===== src/rtl/fft_sequencer_if.sv =====
// Handshake bundle between the FFT sequencer and its datapath neighbours:
// input stream, butterfly unit and output stream.
interface fft_sequencer_if;
  logic in_valid;
  logic in_ready;
  logic bfly_start;
  logic bfly_done;
  logic out_valid;
  logic out_ready;

  modport master (
    input  in_valid, bfly_done, out_ready,
    output in_ready, bfly_start, out_valid
  );

  modport slave (
    input  in_ready, bfly_start, out_valid,
    output in_valid, bfly_done, out_ready
  );
endinterface


===== src/rtl/fft_sequencer.sv =====
// Top-level control FSM for the 256-point FFT: load, butterfly compute,
// unload, done. Drives the address-generator mode and counters.
module fft_sequencer #(
  parameter int unsigned NUM_STAGES       = 8,
  parameter int unsigned NUM_ITERS        = 32,
  parameter int unsigned SAMPLES_PER_ITER = 8
) (
  input  logic               clk,
  input  logic               rst,
  input  logic               start,
  input  logic               abort,
  fft_sequencer_if.master    hs,
  output logic [1:0]         input_mode,
  output logic [3:0]         samples_in_count,
  output logic [3:0]         samples_out_count,
  output logic [4:0]         iteration_count,
  output logic [3:0]         stage_count,
  output logic               busy,
  output logic               done
);

  localparam logic [3:0] SAMP_LAST  = 4'(SAMPLES_PER_ITER - 1);
  localparam logic [4:0] ITER_LAST  = 5'(NUM_ITERS - 1);
  localparam logic [3:0] STAGE_LAST = 4'(NUM_STAGES - 1);

  typedef enum logic [2:0] {
    S_IDLE, S_LOAD, S_ISSUE, S_WAIT, S_UNLOAD, S_FIN
  } state_t;

  state_t     state, state_n;
  logic [3:0] sin_n, sout_n, stage_n;
  logic [4:0] iter_n;
  logic [1:0] mode_n;

  always_comb begin
    state_n = state;
    sin_n   = samples_in_count;
    sout_n  = samples_out_count;
    iter_n  = iteration_count;
    stage_n = stage_count;
    unique case (state)
      S_IDLE: begin
        if (start) begin
          state_n = S_LOAD;
          sin_n   = '0;
          sout_n  = '0;
          iter_n  = '0;
          stage_n = '0;
        end
      end
      S_LOAD: begin
        // in_ready is high throughout LOAD, so in_valid alone marks a transfer
        if (hs.in_valid) begin
          if (samples_in_count == SAMP_LAST) begin
            sin_n = '0;
            if (iteration_count == ITER_LAST) begin
              iter_n  = '0;
              state_n = S_ISSUE;
            end else begin
              iter_n = iteration_count + 5'd1;
            end
          end else begin
            sin_n = samples_in_count + 4'd1;
          end
        end
      end
      S_ISSUE: state_n = S_WAIT;
      S_WAIT: begin
        if (hs.bfly_done) begin
          if (iteration_count != ITER_LAST) begin
            iter_n  = iteration_count + 5'd1;
            state_n = S_ISSUE;
          end else if (stage_count != STAGE_LAST) begin
            iter_n  = '0;
            stage_n = stage_count + 4'd1;
            state_n = S_ISSUE;
          end else begin
            iter_n  = '0;
            stage_n = '0;
            state_n = S_UNLOAD;
          end
        end
      end
      S_UNLOAD: begin
        if (hs.out_ready) begin
          if (samples_out_count == SAMP_LAST) begin
            sout_n = '0;
            if (iteration_count == ITER_LAST) begin
              iter_n  = '0;
              state_n = S_FIN;
            end else begin
              iter_n = iteration_count + 5'd1;
            end
          end else begin
            sout_n = samples_out_count + 4'd1;
          end
        end
      end
      S_FIN: begin
        state_n = S_IDLE;
        sin_n   = '0;
        sout_n  = '0;
        iter_n  = '0;
        stage_n = '0;
      end
      default: state_n = S_IDLE;
    endcase

    if (abort) begin
      state_n = S_IDLE;
      sin_n   = '0;
      sout_n  = '0;
      iter_n  = '0;
      stage_n = '0;
    end
  end

  always_comb begin
    mode_n = 2'b00;
    unique case (state_n)
      S_LOAD:          mode_n = 2'b01;
      S_ISSUE, S_WAIT: mode_n = 2'b10;
      S_UNLOAD:        mode_n = 2'b11;
      default:         mode_n = 2'b00;
    endcase
  end

  // Outputs are registered from the next state so they line up with state.
  always_ff @(posedge clk) begin
    if (rst) begin
      state             <= S_IDLE;
      samples_in_count  <= '0;
      samples_out_count <= '0;
      iteration_count   <= '0;
      stage_count       <= '0;
      input_mode        <= '0;
      hs.in_ready       <= 1'b0;
      hs.bfly_start     <= 1'b0;
      hs.out_valid      <= 1'b0;
      busy              <= 1'b0;
      done              <= 1'b0;
    end else begin
      state             <= state_n;
      samples_in_count  <= sin_n;
      samples_out_count <= sout_n;
      iteration_count   <= iter_n;
      stage_count       <= stage_n;
      input_mode        <= mode_n;
      hs.in_ready       <= (state_n == S_LOAD);
      hs.bfly_start     <= (state_n == S_ISSUE);
      hs.out_valid      <= (state_n == S_UNLOAD);
      busy              <= (state_n != S_IDLE);
      done              <= (state_n == S_FIN);
    end
  end

endmodule


===== src/flat_wrapper.sv =====
// flat-port wrapper written by rule: the top's interface ports become plain ports
module fft_sequencer_flat 
#(
  parameter int unsigned NUM_STAGES       = 8,
  parameter int unsigned NUM_ITERS        = 32,
  parameter int unsigned SAMPLES_PER_ITER = 8
)
  (clk, rst, start, abort, input_mode, samples_in_count, samples_out_count, iteration_count, stage_count, busy, done, hs_in_valid, hs_bfly_done, hs_out_ready, hs_in_ready, hs_bfly_start, hs_out_valid);
  fft_sequencer_if hs_i ();
  input  logic clk;
  input  logic rst;
  input  logic start;
  input  logic abort;
  output logic [1:0] input_mode;
  output logic [3:0] samples_in_count;
  output logic [3:0] samples_out_count;
  output logic [4:0] iteration_count;
  output logic [3:0] stage_count;
  output logic busy;
  output logic done;
  input wire logic [$bits(hs_i.in_valid)-1:0] hs_in_valid;
  input wire logic [$bits(hs_i.bfly_done)-1:0] hs_bfly_done;
  input wire logic [$bits(hs_i.out_ready)-1:0] hs_out_ready;
  output wire logic [$bits(hs_i.in_ready)-1:0] hs_in_ready;
  output wire logic [$bits(hs_i.bfly_start)-1:0] hs_bfly_start;
  output wire logic [$bits(hs_i.out_valid)-1:0] hs_out_valid;
  assign hs_i.in_valid = hs_in_valid;
  assign hs_i.bfly_done = hs_bfly_done;
  assign hs_i.out_ready = hs_out_ready;
  assign hs_in_ready = hs_i.in_ready;
  assign hs_bfly_start = hs_i.bfly_start;
  assign hs_out_valid = hs_i.out_valid;
  fft_sequencer #(.NUM_STAGES(NUM_STAGES), .NUM_ITERS(NUM_ITERS), .SAMPLES_PER_ITER(SAMPLES_PER_ITER)) u_core (.clk(clk), .rst(rst), .start(start), .abort(abort), .hs(hs_i), .input_mode(input_mode), .samples_in_count(samples_in_count), .samples_out_count(samples_out_count), .iteration_count(iteration_count), .stage_count(stage_count), .busy(busy), .done(done));
endmodule

===== config.mk =====
export PLATFORM = sky130hd
export DESIGN_NAME = fft_sequencer_flat
export DESIGN_NICKNAME = d
export VERILOG_FILES = /design/src/rtl/fft_sequencer_if.sv /design/src/rtl/fft_sequencer.sv /design/src/flat_wrapper.sv
export SDC_FILE = /design/constraint.sdc
export NUM_CORES = 1
export LEC_CHECK = 0
export BUFFER_PORTS_ARGS = -buffer_cell sky130_fd_sc_hd__buf_2
export CORE_MARGIN = 3
export CORE_UTILIZATION = 50
export CTS_BUF_LIST = sky130_fd_sc_hd__clkbuf_8
export DETAILED_ROUTE_END_ITERATION = 8
export GPL_ROUTABILITY_DRIVEN = 1
export PLACE_DENSITY = 0.78
export REMOVE_ABC_BUFFERS = 1
export SLEW_MARGIN = 20
export SYNTH_ARGS = -nofsm -noshare
export SYNTH_HDL_FRONTEND = slang
export SYNTH_SLANG_ARGS = --single-unit

===== constraint.sdc =====
create_clock -name clk -period 2 [get_ports clk]
set_clock_uncertainty 0.2 [all_clocks]
set_input_delay 0 -clock clk [delete_from_list [all_inputs] [get_ports clk]]
set_output_delay 0 -clock clk [all_outputs]
set_load 0.01 [all_outputs]

==> Yosys cells after proc, flatten, opt, wreduce, memory -nomap -nowiden <==
Cells that the tools add are included.
{ "word_totals": {"reg_bits": 27, "input_bits": 7, "out_inout_bits": 24, "wordCells": 82} }
{ "classes": {"add_sub_neg": 4, "eq_ne": 22, "n_mux": 33, "reduce_logical": 12} }
{ "op_table": {"columns": ["cell", "count"], "rows": [
  ["two-way mux 5 bit", 8],
  ["case mux 4 bit (3 select lines)", 3],
  ["two-way mux 3 bit", 11],
  ["two-way mux 4 bit", 8],
  ["case mux 5 bit (5 select lines)", 1],
  ["case mux 3 bit (5 select lines)", 1],
  ["adder 4 x 1 -> 4 bit, second input constant", 3],
  ["equality test 3 x 2 -> 1 bit, second input constant", 4],
  ["equality test 3 bit, second input constant", 4],
  ["nonzero test 3 bit", 4],
  ["inequality test 2 bit, second input constant", 5],
  ["equality test 4 x 3 -> 1 bit, second input constant", 2],
  ["AND reduction 7 bit", 1],
  ["equality test 3 x 1 -> 1 bit, second input constant", 2],
  ["case mux 2 bit (3 select lines)", 1],
  ["AND reduction 3 bit", 2],
  ["adder 5 x 1 -> 5 bit, second input constant", 1],
  ["equality test 5 bit, second input constant", 1],
  ["inequality test 5 bit, second input constant", 1],
  ["nonzero test 5 bit", 1],
  ["inequality test 2 x 1 -> 1 bit, second input constant", 2],
  ["inequality test 4 x 3 -> 1 bit, second input constant", 1],
  ["AND reduction 4 bit", 1],
  ["OR reduction 2 bit", 2],
  ["zero test 3 bit", 1]
]} }

==> Logic depth before layout (Yosys ltp) <==
Gate-level depths: netlist of run 1.
{ "depth": {"depth_word": 9, "ltp_mapped": 8, "depth_no_buf": 8} }

==> Least setup slack after synthesis of run 1 <==
No wires, ideal clock.
{ "synth_timing": {"path_kind": "register to register", "start": "register u_core.iteration_count[0]", "end": "register u_core.busy", "setup_time_ns": 0.079, "t_arrival_ns": 1.703, "t_required_ns": 1.721, "setup_slack_ns": 0.018, "path_stages_with_launch": 9, "n_path_buf": 0, "period_less_slack_ns": 1.982, "path_cell_list": "dfxtp_1 > ha_1 > and3_1 > ha_1 > nand3_1 > nor3_1 > a21oi_1 > or3_1 > o211ai_1"} }
{ "synth_between": {"elab_chain_len": 7, "elab_cells_between_ends": 13, "cone_classes": "eq/ne (2); mux (10); reduce/logical (1)"} }
{ "synth_lines": {"columns": ["element", "line_no", "text"], "rows": [
  ["start, declared", "fft_sequencer.sv:16", "output logic [4:0] iteration_count,"],
  ["start signal, assigned", "fft_sequencer.sv:146", "iteration_count <= iter_n;"],
  ["equality test 5 bit", "fft_sequencer.sv:56, fft_sequencer.sv:88", null],
  ["two-way mux 3 bit (on tied branches)", "fft_sequencer.sv:88, fft_sequencer.sv:56", null],
  ["two-way mux 3 bit (on tied branches)", "fft_sequencer.sv:86, fft_sequencer.sv:54", null],
  ["two-way mux 3 bit (on tied branches)", "fft_sequencer.sv:85, fft_sequencer.sv:53", null],
  ["case mux 3 bit (5 select lines) *", "fft_sequencer.sv:41", "unique case (state)"],
  ["two-way mux 3 bit *", "fft_sequencer.sv:109", "if (abort) begin"],
  ["nonzero test 3 bit *", "fft_sequencer.sv:152", "busy <= (state_n != S_IDLE);"],
  ["end signal, assigned", "fft_sequencer.sv:152", null],
  ["end, declared", "fft_sequencer.sv:18", "output logic busy,"]
]} }
Every way passes the cells marked *; elsewhere a longest branch is shown, timed or not.
A chain may end at the register's enable or synchronous reset.

==> Worst setup path after layout of run 1 <==
{ "layout_timing": {"start": "register u_core.iteration_count[0]", "end": "register u_core.input_mode[0]"} }
{ "layout_between": {"elab_chain_len": 9, "elab_cells_between_ends": 18, "cone_classes": "eq/ne (6); mux (11); reduce/logical (1)"} }
{ "layout_lines": {"columns": ["element", "line_no", "text"], "rows": [
  ["equality test 5 bit", "fft_sequencer.sv:56, fft_sequencer.sv:88", null],
  ["two-way mux 3 bit (on tied branches)", "fft_sequencer.sv:88, fft_sequencer.sv:56", null],
  ["two-way mux 3 bit (on tied branches)", "fft_sequencer.sv:86, fft_sequencer.sv:54", null],
  ["two-way mux 3 bit (on tied branches)", "fft_sequencer.sv:85, fft_sequencer.sv:53", null],
  ["case mux 3 bit (5 select lines) *", "fft_sequencer.sv:41", null],
  ["two-way mux 3 bit *", "fft_sequencer.sv:109", null],
  ["equality test 3 x 2 -> 1 bit", "fft_sequencer.sv:120", "unique case (state_n)"],
  ["OR reduction 2 bit", "fft_sequencer.sv:120", null],
  ["case mux 2 bit (3 select lines) *", "fft_sequencer.sv:120", null],
  ["end signal, assigned", "fft_sequencer.sv:148", "input_mode <= mode_n;"],
  ["end, declared", "fft_sequencer.sv:13", "output logic [1:0] input_mode,"]
]} }
Marks and branches as above.

==> impl_metrics.env, run 1 <==
export IMPL_post_route_drc_count=0
export IMPL_wl_met2_um=1800
export IMPL_highest_layer="met4"
export IMPL_firstDrtPassIters=4
export IMPL_place_gp_congestion=0.916
export IMPL_grt_first_pass_wirelength_um=5530
export IMPL_area_growth_pct=28.8
export IMPL_yosysTopAreaCell="dfxtp_1"
export IMPL_yosysMostFrequentCell="dfxtp_1"
export IMPL_antenna_cells=0
export IMPL_timing_final_crit_share_pct=96.8
export IMPL_async_flop_share_pct=0
export IMPL_synth_enable_flop_cells=0
export IMPL_crit_arrival_ns=1.96
export IMPL_cts_tree="done"
export IMPL_wl_met1_um=1450
export IMPL_worst_skew_pair_late_latency_ns=0.28
export IMPL_drt_first_iter_violations=59
export IMPL_core_um2=2520
export IMPL_finalSetupViolations=0
export IMPL_die_w_um=58.0
export IMPL_power_density_nw_per_um2=550
export IMPL_min_path_type="in2reg"
export IMPL_final_cell_area_um2=1740
export IMPL_leakagePower_nw=0.798
export IMPL_finalWorstSetupSlack_ns=0.0647
export IMPL_die_area_um2=3370
export IMPL_final_nets=225
export IMPL_fin_hold_ws_ns=0.0665
export IMPL_grt_overflow=0
export IMPL_synth_cells=166
export IMPL_ir_drop_mv=0.478
export IMPL_io_pins=31
export IMPL_rows=18
export IMPL_port_buffers=30
export IMPL_drive_gt1_share_pct=28.9
export IMPL_post_route_min_period_ns=1.94
export IMPL_cts_buffers=3
export IMPL_worstSetupStartpointType="register"
export IMPL_yosysTopAreaCellShare_pct=40.0
export IMPL_drtAntennaViolNets=0
export IMPL_track_usage_pct=20.9
export IMPL_path_clk_slew_ns=0.10
export IMPL_max_freq_mhz=517
export IMPL_synth_area_top_cells="dfxtp_1 40%, a21oi_1 5.9%, ha_1 5.6%"
export IMPL_yosysWarnings=0
export IMPL_hold_viol_final=0
export IMPL_vias_per_cell=5.79
export IMPL_cts_root_buf="clkbuf_8"
export IMPL_wirelength_um=3540
export IMPL_synth_sequential_area_ratio_pct=40.0
export IMPL_outcome="finished, final reports clean"
export IMPL_critPathMaxFanout=6
export IMPL_cap_violations=0
export IMPL_ys_flop_type="dfxtp_1"
export IMPL_crit_type="reg2reg"
export IMPL_maxSlewViolCount=0
export IMPL_cp_required_ns=2.03
export IMPL_grt_antenna_before_repair=0
export IMPL_die_height_um=58.0
export IMPL_worstSetupEndpointType="register"
export IMPL_placed_area_um2=1610
export IMPL_vias=1395
export IMPL_synth_commonest_cells="27 x dfxtp_1, 20 x nor2_1, 16 x a21oi_1, 13 x nand2_1, 12 x o21ai_0"
export IMPL_synth_cell_types=35
export IMPL_clockBufferDepth=2
export IMPL_grt_max_degree=23
export IMPL_slew_limit_headroom_pct=71.1
export IMPL_synth_seq_cells=27
export IMPL_start_util_pct=53.6
export IMPL_clock_sinks=27
export IMPL_hpwl_um=2430
export IMPL_fill_cells=218
export IMPL_syn_avg_cell_area_um2=8.15
export IMPL_worst_slew_pin_slew_ns=0.434
export IMPL_wl_per_cell_um=14.7
export IMPL_syn_area_um2=1350
export IMPL_postLayoutCoreUtil_pct=69.0
export IMPL_htree_levels=1
export IMPL_dpl_worst_slack_ns=-0.0182
export IMPL_grt_pass1_vias=1301
export IMPL_route_met3_wl_um=142
==> critical path: stages (launching register included) <==
cell and delay, ns:
dfxtp_2 0.35, ha_2 0.18, and3_4 0.20, ha_4 0.14, buf_4 0.13, nand3_1 0.06, o221a_2 0.32, nor2_1 0.17
nand2b_1 0.12
==> layout make-up <==
cell class	instances	area, µm²	area share (%)
Inverter	5	18.8	1.08
Multi-Input combinational cell	129	813	46.7
Timing Repair Buffer	46	278	15.9
Clock inverter	1	7.51	0.431
Clock buffer	3	41.3	2.37
Tap cell	30	37.5	2.16
Sequential cell	27	546	31.3
==> timing repair <==
item | in CTS | in global routing
gates resized for setup | 1 | 11
hold endpoints to repair | 6 | 0
gates cloned | 0 | 0
hold buffers | 3 | 0
setup buffers | 0 | 1
endpoints found under the setup margin | 3 | 14
==> placed cells by master (no fill, tap or decap), types with 2 or more instances in the layout <==
master / instances
buf_2: 30
dfxtp_1: 23
nor2_1: 20
a21oi_1: 16
nand2_1: 13
buf_4: 13
o21ai_0: 12
nand3_1: 9
nor2b_1: 5
nor3_1: 5
inv_1: 5
a21o_1: 4
nand2b_1: 4
ha_1: 4
dfxtp_2: 4
nor3b_1: 3
or3b_1: 3
clkbuf_8: 3
dlygate4sd3_1: 3
and2_1: 2
nand3b_1: 2
o211ai_1: 2
mux2i_1: 2
a32o_1: 2
or4_1: 2
==> power by group <==
part           switching [W]  internal (W)  total [W]
Clock               0.000180      0.000142   0.000322
Sequential        0.00000474      0.000542   0.000547
Combinational      0.0000505     0.0000393  0.0000899
==> path summary, 6_finish.rpt <==
| kind | from | to | slack [ns] | cells after the start |
|---|---|---|---|---|
| min reg2reg | u_core.stage_count[1] | u_core.stage_count[1] | 0.30 | 2 |
| min | hs_out_ready | u_core.state[0] | 0.07 | 4 |
| max reg2reg | u_core.iteration_count[0] | u_core.input_mode[0] | 0.06 | 8 |
| max | u_core.iteration_count[0] | u_core.input_mode[0] | 0.06 | 8 |
==> per-stage QoR <==
stage	TNS, ns	power, W	instances
6_report	0	0.000959	241
3_5_place_dp	-0.0254	0.000638	233
5_1_grt	-0.0494	0.000993	241
4_1_cts	0	0.000958	240
2_1_floorplan	0	0.000605	161
3_3_place_gp	0	0.000634	233
==> registers in the layout, indices dropped and copies added, names as in the netlist <==
register                  cells
u_core.input_mode             2
u_core.samples_in_count       4
u_core.hs.in_ready            1
u_core.samples_out_count      4
u_core.hs.bfly_start          1
u_core.iteration_count        5
u_core.state                  3
u_core.busy                   1
u_core.stage_count            4
u_core.hs.out_valid           1
u_core.done                   1
==> metal layers <==
| metal | track usage (%) | up-vias |
|---|---|---|
| met4 | 11.6 | 0 |
| met5 | 0 | - |
| met2 | 36.1 | 50 |
| met1 | 24.6 | 645 |
| met3 | 3.12 | 19 |
| li1 | - | 681 |
==> cells by family (layout without fill, tap and decap cells) <==
group | count (synthesis) | count (layout) | share of synthesized area [%]
AO/OA/AOI/OAI | 42 | 42 | 18.9
adder cells (fa/ha/maj) | 6 | 6 | 5.55
buffers and inverters | 10 | 55 | 3.05
flip-flops | 27 | 27 | 40.0
multiplexers | 2 | 2 | 1.48
AND/OR/NAND/NOR | 79 | 79 | 31.1
Power figures use the tool's default switching activity.
==> inputs of run 2 (changes only) <==
Settings changed: BUFFER_PORTS_ARGS -buffer_cell sky130_fd_sc_hd__buf_2 to not set, CTS_CLUSTER_DIAMETER set to 60, DONT_BUFFER_PORTS set to 1, PLACE_DENSITY 0.78 to 0.68.
==> run 2 against run 1 <==
Net effect: worst hold slack lost 0.066 ns; critical path depth down 4; first-iteration DRC count down 27%; design area is 5.3% lower; power is 1.1% lower; worst setup slack better by 0.010 ns; count of clock-buffer cells in the layout did not move; register-to-register slack about the same; critical endpoint is now u_core.samples_out_count[3]; highest routed layer unchanged; via count down 8.2%; global-route usage shrank 1.3 points.
==> impl_metrics.env, run 2 (same netlist as run 1, synthesis figures left out) <==
export IMPL_outcome="finished, final reports clean"
export IMPL_path_depth=4
export IMPL_ff_latch_area_um2=544
export IMPL_layout_common_cells="24 x dfxtp_1, 20 x nor2_1, 20 x buf_4"
export IMPL_dpl_worst_slack_ns=0.0323
export IMPL_cp_top_family="simple AND/OR/NAND/NOR gates"
export IMPL_post_route_drc_count=0
export IMPL_post_route_min_period_ns=1.92
export IMPL_timing_final_crit_share_pct=96.2
export IMPL_p_switching_w=0.000228
export IMPL_hold_viol_final=0
export IMPL_track_usage_pct=19.6
export IMPL_grt_max_degree=23
export IMPL_r2r_slack_ns=0.08
export IMPL_drive_gt1_share_pct=19.0
export IMPL_layout_commonest_cell="dfxtp_1"
export IMPL_firstDrtPassIters=4
export IMPL_swShare_pct=24.0
export IMPL_vias_per_cell=5.85
export IMPL_reg2reg_from="u_core.state[2]"
export IMPL_critPathMaxFanout=6
export IMPL_vias=1281
export IMPL_worstSetupEndpointType="register"
export IMPL_grt_first_pass_wirelength_um=5250
export IMPL_dp_cells=211
export IMPL_power_density_nw_per_um2=575
export IMPL_cp_cell_sequence="or3b_1 > a21o_1 > or4_1 > a21oi_1"
export IMPL_drt_first_iter_violations=43
export IMPL_place_gp_congestion=0.889
export IMPL_finalSetupViolations=0
export IMPL_final_cells=219
export IMPL_die_w_um=58.0
export IMPL_rows=18
export IMPL_ir_drop_mv=0.539
export IMPL_finalWorstSetupSlack_ns=0.0750
export IMPL_min_path_type="in2reg"
export IMPL_cts_buffers=3
export IMPL_worstSetupStartpointType="register"
export IMPL_r2r_cells=4
export IMPL_crit_slowest_cell="or4_1"
export IMPL_worst_skew_pair_late_latency_ns=0.27
export IMPL_cts_tree="done"
export IMPL_crit_arrival_ns=1.94
export IMPL_largest_register="u_core.iteration_count"
export IMPL_cap_violations=0
export IMPL_cp_required_ns=2.01
export IMPL_wirelength_um=3060
export IMPL_area_growth_pct=21.9
export IMPL_share_seq_of_total_power_pct=57.8
export IMPL_path_clk_slew_ns=0.10
export IMPL_start_util_pct=53.6
export IMPL_hpwl_um=2300
export IMPL_worst_slew_pin_slew_ns=0.421
export IMPL_slew_limit_headroom_pct=71.9
export IMPL_intPower_w=0.000720
export IMPL_crit_type="reg2reg"
export IMPL_final_nets=203
export IMPL_r2r_end="u_core.samples_out_count[3]"
export IMPL_clkPwrFrac_pct=33.8
export IMPL_multi_input_area_um2=810
export IMPL_grt_antenna_before_repair=0
export IMPL_leakagePower_nw=0.686
export IMPL_critPathBufInv=0
export IMPL_cts_root_buf="clkbuf_8"
export IMPL_max_freq_mhz=519
export IMPL_crit_end="u_core.samples_out_count[3]"
export IMPL_largest_register_ffs=5
export IMPL_io_pins=31
export IMPL_clock_sinks=27
export IMPL_cpPeakStageDelay_ns=0.50
export IMPL_combPwrFrac_pct=8.4
export IMPL_htree_levels=1
export IMPL_core_um2=2520
export IMPL_antenna_cells=0
export IMPL_fin_hold_ws_ns=0.000767
export IMPL_port_buffers=0
export IMPL_clockBufferDepth=2
export IMPL_die_area_um2=3370
export IMPL_startpoint="u_core.state[2]"
export IMPL_drtAntennaViolNets=0
export IMPL_die_height_um=58.0
export IMPL_rsz0062_at_grt="false"
export IMPL_grt_pass1_vias=1210
export IMPL_maxSlewViolCount=0
export IMPL_wl_per_cell_um=14.0
export IMPL_grt_overflow=0
export IMPL_postCtsSetupBuffers=0
export IMPL_fill_cells=231
export IMPL_setup_tns_ns=0
## run 2: what timing repair did
action,in CTS,in global routing
endpoints found under the hold margin,13,0
resized for setup,0,12
hold buffers,4,0
endpoints found under the setup margin,0,17
## run 2: power groups by stage
stage / clock network, W / logic (W) / registers (W)
6_report: 0.000320 / 0.0000797 / 0.000548
3_3_place_gp: 0 / 0.0000669 / 0.000560
4_1_cts: 0.000320 / 0.0000763 / 0.000548
2_1_floorplan: 0 / 0.0000449 / 0.000560
3_5_place_dp: 0 / 0.0000682 / 0.000560
5_1_grt: 0.000338 / 0.0000885 / 0.000549
## run 2: metrics by stage
stage	utilization, %	total power, W	cell area (µm²)
after global routing	65.4	0.000975	1650
final	65.4	0.000948	1650
after global placement	60.2	0.000627	1520
after floorplan	-	0.000605	1330
after detailed placement	60.2	0.000628	1520
after CTS	63.7	0.000944	1610
## run 2: cell type report
type	count	share of cell area [%]
multi-input combinational	129	49.1
sequential	27	33.0
timing repair buffer	24	11.5
clock buffer	3	2.50
tap	30	2.28
inverter	5	1.14
clock inverter	1	0.455
## run 2: worst reg2reg max path, delay by kind of cell (launching register included)
| kind | cells | cell delay, ns |
|---|---|---|
| AO/OA/AOI/OAI | 2 | 0.34 |
| flip-flops | 1 | 0.43 |
| AND/OR/NAND/NOR | 2 | 0.89 |
## run 2: per-layer routing
layer | global-route usage (%) | vias to the layer above | wire length (µm)
met5 | 0 | - | 0
met4 | 5.30 | 0 | 27
met3 | 4.45 | 4 | 165
met2 | 34.2 | 32 | 1510
met1 | 24.2 | 610 | 1360
li1 | - | 635 | -
## run 2: worst min path at each step
stage / startpoint / to / slack [ns] / cells past startpoint
after detailed placement: abort / u_core.done / -0.12 / 1
final: hs_bfly_done / u_core.stage_count[2] / 0.0008 / 3
after floorplan: abort / u_core.done / -0.12 / 1
after CTS: hs_out_ready / u_core.samples_out_count[2] / 0.01 / 4
after global placement: abort / u_core.done / -0.12 / 1
after global routing: hs_out_ready / u_core.samples_out_count[3] / 0.05 / 4
